[src/rtl/pipe_reg_chain.sv]
// pipe_reg_chain: WIDTH-bit, DEPTH-stage register pipeline with per-stage
// valid bits, valid/ready handshake at both ends, bubble collapsing and a
// synchronous flush. Data leaves in exact acceptance order.
//
// Ports:
//   clk        clock, rising edge
//   rstn       synchronous active-low reset (priority over flush/handshake)
//   flush      synchronous clear of all valid bits; data registers hold
//   in_valid   producer has data on in_data
//   in_data    producer data
//   in_ready   pipeline accepts in_data this cycle (independent of in_valid)
//   out_valid  last stage holds valid data
//   out_data   data of last stage
//   out_ready  consumer takes out_data this cycle
//   count      number of valid stages, 0..DEPTH
module pipe_reg_chain #(
  parameter int              WIDTH     = 8,
  parameter int              DEPTH     = 4,
  parameter logic [WIDTH-1:0] RESET_VAL = '0
) (
  input  logic                       clk,
  input  logic                       rstn,
  input  logic                       flush,
  input  logic                       in_valid,
  input  logic [WIDTH-1:0]           in_data,
  output logic                       in_ready,
  output logic                       out_valid,
  output logic [WIDTH-1:0]           out_data,
  input  logic                       out_ready,
  output logic [$clog2(DEPTH+1)-1:0] count
);

  localparam int CW = $clog2(DEPTH+1);

  logic [DEPTH-1:0] r_v;
  logic [WIDTH-1:0] r_d [DEPTH];
  logic [CW-1:0]    r_count;

  logic [DEPTH-1:0] w_adv;
  logic [DEPTH-1:0] w_free;
  logic [DEPTH-1:0] w_load;
  logic [DEPTH-1:0] w_v_nxt;
  logic [WIDTH-1:0] w_d_nxt [DEPTH];
  logic             w_pop;
  logic             w_push;

  always_comb begin
    w_adv   = '0;
    w_free  = '0;
    w_load  = '0;
    w_v_nxt = r_v;
    w_d_nxt = r_d;

    w_pop            = r_v[DEPTH-1] & out_ready;
    w_adv[DEPTH-1]   = w_pop;
    w_free[DEPTH-1]  = ~r_v[DEPTH-1] | w_pop;

    // Free/advance chain resolved from the output back toward the input, so
    // a pop ripples combinationally all the way to in_ready.
    for (int unsigned j = 1; j < DEPTH; j++) begin
      w_adv[DEPTH-1-j]  = r_v[DEPTH-1-j] & w_free[DEPTH-j];
      w_free[DEPTH-1-j] = ~r_v[DEPTH-1-j] | w_adv[DEPTH-1-j];
    end

    in_ready = ~flush & w_free[0];
    w_push   = in_valid & in_ready;

    w_load[0] = w_push;
    for (int unsigned j = 1; j < DEPTH; j++) begin
      w_load[j] = w_adv[j-1];
    end

    // A stage that advances without reload keeps its stale data but drops v.
    for (int unsigned j = 0; j < DEPTH; j++) begin
      w_v_nxt[j] = w_load[j] | (r_v[j] & ~w_adv[j]);
    end

    if (w_load[0]) begin
      w_d_nxt[0] = in_data;
    end
    for (int unsigned j = 1; j < DEPTH; j++) begin
      if (w_load[j]) begin
        w_d_nxt[j] = r_d[j-1];
      end
    end
  end

  always_ff @(posedge clk) begin
    if (!rstn) begin
      r_v     <= '0;
      r_count <= '0;
      for (int unsigned i = 0; i < DEPTH; i++) begin
        r_d[i] <= RESET_VAL;
      end
    end else if (flush) begin
      r_v     <= '0;
      r_count <= '0;
    end else begin
      r_v     <= w_v_nxt;
      r_d     <= w_d_nxt;
      r_count <= r_count + CW'(w_push) - CW'(w_pop);
    end
  end

  assign out_valid = r_v[DEPTH-1];
  assign out_data  = r_d[DEPTH-1];
  assign count     = r_count;

endmodule

[config.mk]
export PLATFORM = sky130hd
export DESIGN_NAME = pipe_reg_chain
export DESIGN_NICKNAME = d
export VERILOG_FILES = /design/src/rtl/pipe_reg_chain.sv
export SDC_FILE = /design/constraint.sdc
export NUM_CORES = 1
export LEC_CHECK = 0
export CORE_ASPECT_RATIO = 1.4
export CORE_UTILIZATION = 30
export DETAILED_ROUTE_END_ITERATION = 12
export DONT_BUFFER_PORTS = 1
export PLACE_DENSITY = 0.48
export SYNTH_ARGS = -nofsm -noshare
export SYNTH_HDL_FRONTEND = slang
export SYNTH_SLANG_ARGS = --single-unit
[constraint.sdc]
create_clock -name clk -period 2.8 [get_ports clk]
set_input_delay 0.7 -clock clk [delete_from_list [all_inputs] [get_ports clk]]
set_output_delay 0.7 -clock clk [all_outputs]
set_load 0.005 [all_outputs]
# [Word level (Yosys, flattened, before mapping)]
# Cells that the tools add are included.
[classes] bitwise_logic=28 n_reduce_logical=5 add_sub_neg=2
[op_table] operator="AND 1 bit" count=10
[op_table] operator="inverter 1 bit" count=10
[op_table] operator="bitwise OR 1 bit" count=8
[op_table] operator="AND reduction 2 bit" count=4
[op_table] operator="adder 3 x 1 -> 3 bit" count=1
[op_table] operator="subtractor 3 x 1 -> 3 bit" count=1
[op_table] operator="OR reduction 2 bit" count=1
[totals] regBits=39 word_cells=41

# [Depth between registers and ports, before layout]
[logic_depth] ltp_word=12 mapped_depth=12

# [Least setup slack after synthesis]
# Ideal clock, no wire load.
[synth_timing] path_kind="input to register" startpoint="in out_ready" endpoint="reg r_count[2] (netlist: count[2])" t_arrival_ps=2271 path_slack_ps=408 path_buffers=1 stages=11 cell_sequence="and4b_4 > a21oi_2 > buf_6 > inv_2 > ha_1 > inv_1 > ha_1 > inv_1 > fa_1 > xnor2_1 > nor2_1"
[synth_between] elab_chain_cells=12
[synth_lines] item="start, declared" line_no="29" text="input logic out_ready,"
[synth_lines] item="AND 1 bit *" line_no="54" text="w_pop = r_v[DEPTH-1] & out_ready;"
[synth_lines] item="bitwise OR 1 bit" line_no="56" text="w_free[DEPTH-1] = ~r_v[DEPTH-1] | w_pop;"
[synth_lines] item="AND 1 bit" line_no="61" text="w_adv[DEPTH-1-j] = r_v[DEPTH-1-j] & w_free[DEPTH-j];"
[synth_lines] item="bitwise OR 1 bit" line_no="62" text="w_free[DEPTH-1-j] = ~r_v[DEPTH-1-j] | w_adv[DEPTH-1-j];"
[synth_lines] item="AND 1 bit" line_no="61"
[synth_lines] item="bitwise OR 1 bit" line_no="62"
[synth_lines] item="AND 1 bit" line_no="61"
[synth_lines] item="bitwise OR 1 bit" line_no="62"
[synth_lines] item="AND 1 bit" line_no="65" text="in_ready = ~flush & w_free[0];"
[synth_lines] item="AND 1 bit" line_no="66" text="w_push = in_valid & in_ready;"
[synth_lines] item="adder 3 x 1 -> 3 bit" line_no="101" text="r_count <= r_count + CW'(w_push) - CW'(w_pop);"
[synth_lines] item="subtractor 3 x 1 -> 3 bit *" line_no="101"
[synth_lines] item="end signal, assigned" line_no="101"
[synth_lines] item="end, declared" line_no="37" text="logic [CW-1:0] r_count;"
# Every way passes the cells marked *; elsewhere a longest branch is shown, timed or not.
# A chain may end at the register's enable or synchronous reset.

# [Worst setup path after layout]
[layout_timing] startpoint="reg r_v[3]" endpoint="reg r_count[2] (netlist: count[2])"
[layout_between] elab_chain_cells=12
[layout_lines] item="start, declared" line_no="35" text="logic [DEPTH-1:0] r_v;"
[layout_lines] item="start signal, assigned" line_no="99" text="r_v <= w_v_nxt;"
[layout_lines] item="AND 1 bit or inverter 1 bit (tied branches)" line_no="54, 56"
[layout_lines] item="bitwise OR 1 bit" line_no="56"
[layout_lines] item="AND 1 bit" line_no="61"
[layout_lines] item="bitwise OR 1 bit" line_no="62"
[layout_lines] item="AND 1 bit" line_no="61"
[layout_lines] item="bitwise OR 1 bit" line_no="62"
[layout_lines] item="AND 1 bit" line_no="61"
[layout_lines] item="bitwise OR 1 bit" line_no="62"
[layout_lines] item="AND 1 bit" line_no="65"
[layout_lines] item="AND 1 bit" line_no="66"
[layout_lines] item="adder 3 x 1 -> 3 bit" line_no="101"
[layout_lines] item="subtractor 3 x 1 -> 3 bit *" line_no="101"
# Marks and branches as above.

==> flow_summary.json <==
{
  "maxSlewViolCount": 0,
  "yosysMostFrequentCell": "dfxtp_1",
  "clkTransAtPathRegs_ps": 70,
  "cts_tree": "built",
  "crit_arrival_ps": 2320,
  "synth_top_area_frac": 0.457,
  "vias": 1200,
  "design_area_um2": 1760,
  "cp-end-kind": "flop",
  "viasPerCell": 4.82,
  "syn_area_um2": 1710,
  "final_cells": 249,
  "final.period_utilization": 0.769,
  "post-route-min-period_ps": 2150,
  "synthArstFlopShare": 0,
  "p_leak_nw": 0.594,
  "synthMuxAreaShare": 0.0469,
  "clockBufferDepth": 2,
  "syn2layout_area_growth_pct": 2.78,
  "holdBufCountCts": 0,
  "clock-sinks": 39,
  "placed_area_um2": 1680,
  "reg2reg_depth": 10,
  "clock_latency_ps": 290,
  "run_status": "finished clean",
  "drive_above_1_share": 0.0552,
  "grt_pass1_wl_um": 5780,
  "ir_drop_mv": 0.248,
  "overflow": 0,
  "numCtsBuffers": 5,
  "antenna_left": 0,
  "first_pass_iters": 4,
  "initial_core_util": 0.312,
  "path_max_fanout": 12,
  "crit_type": "flop to flop",
  "portBuffers": 0,
  "crit_chain": "and4b_4, a21oi_2, inv_2, ha_1, inv_1, ha_1, inv_1, fa_1, xnor2_1, nor2_1",
  "yosysSeqAreaShare": 0.457,
  "post_cts_buffers": 0,
  "placed_cells": 241,
  "synth-edff-count": 0,
  "required_ps": 2970,
  "synth_top_area_cell": "dfxtp_1",
  "fin_nets": 196,
  "die_h_um": 91.3,
  "first_global_vias": 1287,
  "diodes": 0,
  "yosys_most_used_dff": "dfxtp_1",
  "rsz0062_at_grt": "no",
  "root_buffer": "clkbuf_8",
  "dp_hpwl_um": 2320,
  "cap_violations": 0,
  "startpoint_type": "flop",
  "holdPathStages": 2,
  "holdCritPathClass": "flop to flop",
  "max_stage_delay_ps": 460,
  "fin_setup_tns_ps": 0,
  "ys_warn_count": 0,
  "grt_antenna_before_repair": 0,
  "synthTopCellsByCount": "dfxtp_1, a21boi_1, nand3_1, o21ai_1, nand2_1",
  "num_io_pins": 26,
  "fp.dieW_um": 65.8,
  "synthAdderAreaFrac": 0.0264,
  "num_rows": 32,
  "synth_area_leaders": "dfxtp_1, a21boi_1, nand3_1, o21ai_1, mux2i_1",
  "power_density_nw_per_um2": 548,
  "synth_top_family_by_area": "simple AND/OR/NAND/NOR gates",
  "slowest_stage": "dfxtp_1",
  "drc": 0,
  "crit_cells": 10,
  "slew-limit-headroom": 0.564,
  "wirelength_um": 3270,
  "cts.htree.levels": 2,
  "ys_seq_elements": 39,
  "core-area_um2": 5490,
  "syn-instance-count": 193,
  "yosysUniqueCellTypes": 26,
  "worstMarginPinSlew_ps": 652,
  "finClkSkew_ps": 9.77,
  "gp_congestion": 0.663,
  "crit_family": "adder cells",
  "cp_num_buf_inv": 3,
  "synth_xor_area_frac": 0.0102,
  "synth_compound_area_frac": 0.187,
  "track_usage": 0.124,
  "drt_iter0_markers": 65,
  "clock.fmax_mhz": 464,
  "ctsResizeCount": 0,
  "wl_per_cell_um": 13.1,
  "setup_viol": 0,
  "grt_max_degree": 42,
  "synthSimpleGateAreaFrac": 0.190,
  "die-area_um2": 6010,
  "synth_nets": 209,
  "timing.final.hold_violations": 0,
  "avgSynthCellArea_um2": 8.86
}
## layout by cell type, fill, tap and decap left out
cell,n
dfxtp_1,39
nand3_1,24
o21ai_1,24
a21boi_1,24
nand2_1,16
nor2_1,10
mux2i_1,8
nand2b_1,6
clkbuf_8,5
nor2b_1,4
inv_1,3
a21oi_1,2
ha_1,2
clkbuf_1,2
and4b_4,1
a21oi_2,1
inv_2,1
nand4b_1,1
nand3b_1,1
and3b_1,1
xor2_1,1
xnor2_1,1
and2_1,1
fa_1,1
clkinv_2,1
buf_4,1
## sequential cells by signal, summed over array words and instances (netlist names)
name and flops:
r_d 24, r_v 4, out_data 8, count 3
## power breakdown
group	internal, mW	total, mW	switching, mW	leakage [nW]
clock network	0.175	0.363	0.188	0.0422
registers	0.563	0.568	0.00527	0.315
logic	0.0179	0.0321	0.0142	0.237
total	0.755	0.963	0.207	0.594
## worst paths after layout
check | start | slack [ps] | endpoint
worst max-delay path | r_v[3] | 650 | count[2]
worst min register to register | r_d[24] | 460 | r_d[24]
worst min-delay path | r_d[24] | 460 | r_d[24]
worst max register to register | r_v[3] | 650 | count[2]
## tightest hold or removal path: stages, from the launching register on
cell and delay [ps]:
dfxtp_1 310, nand2_1 50, mux2i_1 50
## per-stage QoR
| step | total power, mW | utilization | setup slack, ps | hold slack [ps] |
|---|---|---|---|---|
| after floorplan | 0.615 | - | 408 | 435 |
| after global placement | 0.614 | 0.305 | 387 | 444 |
| after detailed placement | 0.614 | 0.305 | 360 | 446 |
| after CTS | 0.978 | 0.320 | 641 | 462 |
| after global routing | 1.00 | 0.320 | 464 | 486 |
| final | 0.963 | 0.320 | 646 | 458 |
## routing by layer
layer,global-route usage,up-vias,share of wire
li1,-,630,-
met1,0.143,543,0.45
met2,0.205,21,0.49
met3,0.0339,6,0.038
met4,0.0598,0,0.018
met5,0,-,0
## layout make-up
class                      count  area (µm²)
clock inverter                 1        5.00
multi-input combinational    129         787
clock buffer                   7        76.3
sequential                    39         781
timing repair buffer           1        7.51
inverter                       4        15.0
tap                           68        85.1
fill                         598        3730
## kinds of logic after synthesis
| kind of cell | Yosys count |
|---|---|
| AND/OR/NAND/NOR | 65 |
| AO/OA/AOI/OAI | 51 |
| flip-flops | 39 |
| buffers and inverters | 25 |
| multiplexers | 8 |
| adder cells (fa/ha/maj) | 3 |
| XOR/XNOR | 2 |
No activity file was read; power rests on OpenSTA's default activity.
